--- config.mk ---
export PLATFORM = sky130hd
export DESIGN_NAME = nib_track_loader
export DESIGN_NICKNAME = d
export VERILOG_FILES = /design/src/rtl/nib_loader_pkg.sv /design/src/rtl/sd_sector_seq.sv /design/src/rtl/nib_track_loader.sv
export SDC_FILE = /design/constraint.sdc
export NUM_CORES = 1
export LEC_CHECK = 0
export ABC_AREA = 1
export CAP_MARGIN = 20
export CORE_MARGIN = 10
export CORE_UTILIZATION = 55
export DETAILED_ROUTE_END_ITERATION = 6
export PLACE_DENSITY = 0.75
export SYNTH_ARGS = -nofsm -noshare
export SYNTH_HDL_FRONTEND = slang
export SYNTH_SLANG_ARGS = --single-unit
--- constraint.sdc ---
create_clock -name clk_sys -period 4.55 [get_ports clk_sys]
set_clock_uncertainty 0.05 [all_clocks]
set_input_delay 0.91 -clock clk_sys [delete_from_list [all_inputs] [get_ports clk_sys]]
set_output_delay 0.91 -clock clk_sys [all_outputs]
set_load 0.03 [all_outputs]
--- src/rtl/nib_loader_pkg.sv ---
// Shared types and helpers for the NIB whole-track loader.
package nib_loader_pkg;

    typedef enum logic [1:0] {
        IDLE,
        FLUSH,
        LOAD
    } state_t;

    localparam int SECTOR_BYTES = 512;

    // First SD sector of a track: track number times sectors per track.
    function automatic logic [63:0] lba_of(input logic [63:0] trk, input int secs);
        return trk * 64'(secs);
    endfunction

endpackage

--- src/rtl/sd_sector_seq.sv ---
// Sector handshake sequencer: drives one hps_io request level, walks sd_lba and
// buf_sec across the sectors of a track, and reports sector and phase completion.
module sd_sector_seq #(
    parameter int DRIVES         = 2,
    parameter int DRV_W          = 1,
    parameter int SECS_PER_TRACK = 13,
    parameter int SEC_W          = 4,
    parameter int LBA_W          = 32
) (
    input  logic              clk_sys,
    input  logic              reset_n,
    input  logic              start,
    input  logic              start_wr,
    input  logic [DRV_W-1:0]  start_drv,
    input  logic [LBA_W-1:0]  start_lba,
    input  logic [DRIVES-1:0] sd_ack,
    output logic [LBA_W-1:0]  sd_lba,
    output logic [DRIVES-1:0] sd_rd,
    output logic [DRIVES-1:0] sd_wr,
    output logic [SEC_W-1:0]  buf_sec,
    output logic              sec_done,
    output logic              phase_done
);

    localparam logic [SEC_W-1:0] LAST_SEC = SEC_W'(SECS_PER_TRACK - 1);

    logic              req;
    logic              wr;
    logic              active;
    logic [DRV_W-1:0]  drv;
    logic [DRIVES-1:0] ack_q;
    logic              ack_rise;
    logic              ack_fall;

    assign ack_rise   = active &&  sd_ack[drv] && !ack_q[drv];
    assign ack_fall   = active && !sd_ack[drv] &&  ack_q[drv];
    assign sec_done   = ack_fall;
    // The request was dropped on the last sector's rising ack, so a falling
    // ack with the request already low closes the phase.
    assign phase_done = ack_fall && !req;

    // Decode the request level onto the selected drive's rd or wr line.
    always_comb begin
        sd_rd = '0;
        sd_wr = '0;
        if (req) begin
            if (wr) sd_wr[drv] = 1'b1;
            else    sd_rd[drv] = 1'b1;
        end
    end

    // Request level, ack history and the lba/sector counters.
    always_ff @(posedge clk_sys or negedge reset_n) begin
        if (!reset_n) begin
            req     <= 1'b0;
            wr      <= 1'b0;
            active  <= 1'b0;
            drv     <= '0;
            ack_q   <= '0;
            sd_lba  <= '0;
            buf_sec <= '0;
        end else begin
            ack_q <= sd_ack;
            if (start) begin
                req     <= 1'b1;
                wr      <= start_wr;
                active  <= 1'b1;
                drv     <= start_drv;
                sd_lba  <= start_lba;
                buf_sec <= '0;
            end else begin
                if (ack_rise) begin
                    sd_lba <= sd_lba + LBA_W'(1);
                    if (buf_sec == LAST_SEC) req <= 1'b0;
                end
                if (ack_fall) begin
                    buf_sec <= buf_sec + SEC_W'(1);
                    if (!req) active <= 1'b0;
                end
            end
        end
    end

endmodule

--- src/rtl/nib_track_loader.sv ---
// Whole-track loader / write-back engine between hps_io and the NIB track buffers.
//
// state | meaning
// IDLE  | arbitrating among pending drives
// FLUSH | writing the dirty cur_track of sel back to the image
// LOAD  | reading the requested track of sel into the buffer
module nib_track_loader
    import nib_loader_pkg::*;
#(
    parameter int DRIVES         = 2,
    parameter int SECS_PER_TRACK = 13,
    parameter int TRACK_W        = 6,
    parameter int LBA_W          = 32,
    parameter int WAIT_FULL      = 0,
    localparam int DRV_W         = (DRIVES > 1) ? $clog2(DRIVES) : 1,
    localparam int SEC_W         = $clog2(SECS_PER_TRACK)
) (
    input  logic                      clk_sys,
    input  logic                      reset_n,
    input  logic [DRIVES*TRACK_W-1:0] track,
    input  logic [DRIVES-1:0]         dirty_set,
    input  logic [DRIVES-1:0]         img_mounted,
    input  logic [DRIVES-1:0]         img_present,
    output logic [LBA_W-1:0]          sd_lba,
    output logic [DRIVES-1:0]         sd_rd,
    output logic [DRIVES-1:0]         sd_wr,
    input  logic [DRIVES-1:0]         sd_ack,
    output logic [DRV_W-1:0]          buf_drive,
    output logic [SEC_W-1:0]          buf_sec,
    output logic                      cpu_wait,
    output logic [DRIVES-1:0]         drive_ready,
    output logic                      busy
);

    state_t             state;
    logic [DRV_W-1:0]   sel;
    logic [TRACK_W-1:0] cur_track [DRIVES];
    logic [TRACK_W-1:0] trk_in    [DRIVES];
    logic [DRIVES-1:0]  loaded;
    logic [DRIVES-1:0]  dirty;
    logic [DRIVES-1:0]  remount;
    logic [DRIVES-1:0]  pend;
    logic [DRV_W-1:0]   pick;
    logic               flush_go;
    logic               load_go;
    logic [DRV_W-1:0]   start_drv;
    logic [LBA_W-1:0]   start_lba;
    logic               sec_done;
    logic               phase_done;

    assign buf_drive = sel;
    assign busy      = (state != IDLE);

    // Per-drive requested track, pending flags and lowest-index winner.
    always_comb begin
        pend = '0;
        pick = '0;
        for (int d = DRIVES - 1; d >= 0; d--) begin
            trk_in[d]      = track[d*TRACK_W +: TRACK_W];
            pend[d]        = img_present[d] &&
                             (!loaded[d] || trk_in[d] != cur_track[d] || remount[d]);
            drive_ready[d] = loaded[d] && trk_in[d] == cur_track[d];
            if (pend[d]) pick = DRV_W'(d);
        end
    end

    // Phase starts: arbitration out of IDLE, or the load that follows a flush.
    // A mount arriving in the arbitration cycle means the old image is gone,
    // so the write-back is skipped.
    always_comb begin
        flush_go  = 1'b0;
        load_go   = 1'b0;
        start_drv = sel;
        start_lba = '0;
        if (state == IDLE && pend != '0) begin
            start_drv = pick;
            if (dirty[pick] && loaded[pick] && !remount[pick] && !img_mounted[pick]) begin
                flush_go  = 1'b1;
                start_lba = LBA_W'(lba_of(64'(cur_track[pick]), SECS_PER_TRACK));
            end else begin
                load_go   = 1'b1;
                start_lba = LBA_W'(lba_of(64'(trk_in[pick]), SECS_PER_TRACK));
            end
        end else if (state == FLUSH && phase_done) begin
            load_go   = 1'b1;
            start_lba = LBA_W'(lba_of(64'(trk_in[sel]), SECS_PER_TRACK));
        end
    end

    sd_sector_seq #(
        .DRIVES         (DRIVES),
        .DRV_W          (DRV_W),
        .SECS_PER_TRACK (SECS_PER_TRACK),
        .SEC_W          (SEC_W),
        .LBA_W          (LBA_W)
    ) u_seq (
        .clk_sys    (clk_sys),
        .reset_n    (reset_n),
        .start      (flush_go || load_go),
        .start_wr   (flush_go),
        .start_drv  (start_drv),
        .start_lba  (start_lba),
        .sd_ack     (sd_ack),
        .sd_lba     (sd_lba),
        .sd_rd      (sd_rd),
        .sd_wr      (sd_wr),
        .buf_sec    (buf_sec),
        .sec_done   (sec_done),
        .phase_done (phase_done)
    );

    // Per-drive bookkeeping; later assignments take priority (dirty_set beats
    // the clear at phase start, a missing image always clears loaded).
    always_ff @(posedge clk_sys or negedge reset_n) begin
        if (!reset_n) begin
            loaded  <= '0;
            dirty   <= '0;
            remount <= '0;
            for (int d = 0; d < DRIVES; d++) cur_track[d] <= '1;
        end else begin
            for (int d = 0; d < DRIVES; d++) begin
                if ((flush_go || load_go) && start_drv == DRV_W'(d)) dirty[d] <= 1'b0;
                if (dirty_set[d]) dirty[d] <= 1'b1;
                if (img_mounted[d]) remount[d] <= 1'b1;
                if (load_go && start_drv == DRV_W'(d)) begin
                    remount[d]   <= 1'b0;
                    loaded[d]    <= 1'b0;
                    cur_track[d] <= trk_in[d];
                end
                if (state == LOAD && phase_done && sel == DRV_W'(d)) loaded[d] <= 1'b1;
                if (!img_present[d]) loaded[d] <= 1'b0;
            end
        end
    end

    // Main FSM with registered drive select and CPU stall.
    always_ff @(posedge clk_sys or negedge reset_n) begin
        if (!reset_n) begin
            state    <= IDLE;
            sel      <= '0;
            cpu_wait <= 1'b0;
        end else begin
            case (state)
                IDLE: begin
                    if (flush_go) begin
                        state    <= FLUSH;
                        sel      <= pick;
                        cpu_wait <= 1'b1;
                    end else if (load_go) begin
                        state    <= LOAD;
                        sel      <= pick;
                        cpu_wait <= 1'b1;
                    end
                end
                FLUSH: begin
                    if (phase_done) state <= LOAD;
                end
                LOAD: begin
                    if (sec_done && WAIT_FULL == 0) cpu_wait <= 1'b0;
                    if (phase_done) begin
                        state    <= IDLE;
                        cpu_wait <= 1'b0;
                    end
                end
                default: state <= IDLE;
            endcase
        end
    end

endmodule

==> impl_metrics.toml <==
[global_routing]
grt_overflow = 0
grt_max_degree = 39
grt_pass1_vias = 4840
antenna_found_initial = 0
track_usage_pct = 19.9
grt_pass1_wl_mm = 23.6

[clock_tree]
cts_max_level = 3
cts.clk_slew.worst_paths_ns = 0.08
postCtsHoldBufs = 0
cts.sinks = 64
numCtsBuffers = 9
cts-root-buf = "clkbuf_8"
clock_path_buffers = 2
cts_tree = "built"
clkLatencyLatePin_ns = 0.35

[timing]
setup_viol = 0
relSlewSlack_pct = 38.1
worst_slew_pin_slew_ns = 0.929
final_max_slew_viol_count = 0
finalCritPeriodShare_pct = 94.1
hold_slack_ns = 0.433
clock.fmax_ghz = 0.233
hold_viol = 0
min_period_ns = 4.28

[placement]
dp_hpwl_mm = 11.0
placed_cell_area_um2 = 6460
gp_congestion = 0.901
io_buffers = 66

[yosys]
synth_top_area_share_pct = 24.4
synth_area_leaders = "dfrtp_1, ha_1, nand2_1"
synth-seq-cells = 64
yosysWarnings = 0
synthAdderAreaFrac_pct = 15.3
syn_area_um2 = 5340
syn-mean-instance-area_um2 = 7.89
yosys.area.top_type = "dfrtp_1"
synth-edff-count = 0
ys_types = 51
synth_top_family_by_area = "simple AND/OR/NAND/NOR gates"
synth_xor_area_share_pct = 5.24
netlist_instances = 677
synth_nets = 759
yosys.area_share.simple_pct = 27.8
yosysSeqAreaShare_pct = 30.3
synth_mux_area_share_pct = 0
yosys-top-cells-count = "nand2_1, inv_1, dfrtp_1"
yosysMostFrequentCell = "nand2_1"
synth_compound_area_share_pct = 12.1
synthArstFlopShare_pct = 100
yosys_most_used_dff = "dfrtp_1"

[layout]
antenna_cells = 0
finalInstanceArea_um2 = 6710
regArea_um2 = 1620
fillers = 747
multi_input_area_um2 = 3280
synthToLayoutAreaGrowth_pct = 25.6
drive_above_1_share_pct = 20.6
fin_nets = 875

[run]
maxCapViolCount = 0

[worst_setup_path]
rr_startpoint = "cur_track[11]"
crit-reg2reg-capture = "u_seq.sd_lba[6]"
r2r_cells = 20
worstSetupPathType = "primary input to flop"
worstPathRequired_ns = 4.75
endpoint_kind = "flop"
path_max_fanout = 22
rrSetupSlack_ns = 0.75
cp_data_arrival_time_ns = 4.48
worstSetupStartpointType = "primary input"

[power_and_ir_drop]
netSwitchingFraction_pct = 46.6
pwr-share-clk_pct = 13.5
power_density_nw_per_um2 = 580
p_sw_mw = 1.82
p_int_mw = 2.08
seqPwrFrac_pct = 23.8
power.leakage_nw = 3.22
p_comb_share_pct = 62.8
irDropWorstVdd_uv = 360

[drt]
routed_wl_mm = 13.9
via_per_inst = 5.26
ant_nets = 0
drt-wirelength-per-cell_um = 15.0
vias = 4879
drt-initial-drc-count = 306
dr.pass1.iters = 4
drc = 0

[die]
start_util_pct = 57.0
dieArea_um2 = 14100
coreArea_um2 = 9370
top_level_ports = 67
fp.dieW_um = 119
row_count = 35
die_y_um = 119

[min_path]
whs_endpoint = "cur_track[11]"
worst_hold_path_type = "flop to flop"
hold_start = "cur_track[11]"
min_path_cells = 2

[status]
outcome = "finished clean"
cell families (layout without fill, tap and decap cells):
logic type               Yosys count  after routing
XOR/XNOR                          32             32
AND/OR/NAND/NOR                  295            295
flip-flops                        64             64
adder cells (fa/ha/maj)           60             60
buffers and inverters            122            243
AO/OA/AOI/OAI                    104            104
cells in the final DEF, fill, tap and decap left out, types with 11 or more instances in the layout:
| master | Yosys | routed |
|---|---|---|
| nand2_1 | 140 | 140 |
| inv_1 | 92 | 92 |
| clkdlybuf4s50_1 | 0 | 64 |
| dfrtp_1 | 52 | 52 |
| buf_4 | 1 | 51 |
| nor2_1 | 49 | 48 |
| ha_1 | 51 | 48 |
| nand3_1 | 36 | 36 |
| o21ai_0 | 35 | 27 |
| a21oi_1 | 26 | 23 |
| o21ai_1 | 13 | 21 |
| xor2_1 | 20 | 20 |
| inv_2 | 16 | 16 |
| nand4_1 | 12 | 12 |
| xnor2_1 | 12 | 12 |
| o21ai_2 | 12 | 12 |
| dfstp_2 | 12 | 12 |
| nor3_1 | 11 | 11 |
flip-flops by register name, summed over array words and instances, names as in the netlist:
| name | count |
|---|---|
| cpu_wait | 1 |
| u_seq.wr | 1 |
| buf_drive | 1 |
| state | 2 |
| u_seq.active | 1 |
| u_seq.drv | 1 |
| cur_track | 12 |
| remount | 2 |
| u_seq.req | 1 |
| u_seq.ack_q | 2 |
| loaded | 2 |
| dirty | 2 |
| u_seq.sd_lba | 32 |
| u_seq.buf_sec | 4 |
worst max-delay path by stage:
stage          startpoint              end  slack (ns)  cells past startpoint
2_1_floorplan    track[4]  u_seq.sd_lba[9]        0.34                     22
3_3_place_gp     track[9]  u_seq.sd_lba[9]       -0.09                     26
3_5_place_dp     track[7]  u_seq.sd_lba[9]       -0.22                     24
4_1_cts         track[10]  u_seq.sd_lba[9]        0.12                     24
5_1_grt          track[2]  u_seq.sd_lba[6]      -0.008                     19
6_report         track[6]  u_seq.sd_lba[9]        0.27                     24
area by class of cell:
type | count | area share [%]
multi-input cells | 491 | 48.9
flip-flops and latches | 64 | 24.1
repair buffers | 117 | 15.5
inverters | 110 | 6.19
well taps | 129 | 2.41
clock buffers | 11 | 2.11
clock inverters | 5 | 0.839
stage by stage:
stage,total power [mW],setup slack (ns),std cells,utilization (%),setup TNS [ns]
finish,3.89,0.267,927,71.6,0
floorplan,2.49,0.343,677,-,0
CTS,3.82,0.124,927,71.1,0
global placement,3.19,-0.0858,911,69.0,-0.298
detailed placement,3.27,-0.221,911,69.0,-0.731
global route,4.25,-0.00763,927,71.6,-0.00763
power groups by stage:
stage	sequential [mW]	clock (mW)	combinational [mW]
4_1_cts	0.922	0.531	2.37
5_1_grt	0.947	0.552	2.75
6_report	0.926	0.525	2.44
3_3_place_gp	0.927	0	2.27
2_1_floorplan	1.01	0	1.48
3_5_place_dp	0.930	0	2.34
critical path, stage by stage:
cell and delay, ns:
clkdlybuf4s50_1 0.51, inv_2 0.06, nand2_1 0.05, nand3_1 0.11, nor2_2 0.14, nand3_2 0.11
nand2_4 0.09, inv_4 0.05, nand2_8 0.12, inv_1 0.05, or2_2 0.26, o21ai_0 0.11
inv_1 0.13, fa_1 0.50, fa_2 0.41, nand3_1 0.09, nand3_1 0.09, nand2_1 0.07
nand2_1 0.06, a21oi_2 0.13, xor2_1 0.16, nand3_1 0.09, nand3_1 0.10, a21oi_1 0.07
repair_timing:
item	in CTS	in global routing
gates resized for setup	0	18
setup endpoints to repair	0	4
setup buffers	0	0
metal layers:
metal / wire length, um / global-route usage (%) / vias to the layer above
li1: - / - / 2420
met1: 6360 / 25.3 / 2326
met2: 6660 / 33.2 / 104
met3: 652 / 3.76 / 29
met4: 270 / 6.41 / 0
met5: 0 / 0 / -
(Power assumes the default switching activity.)
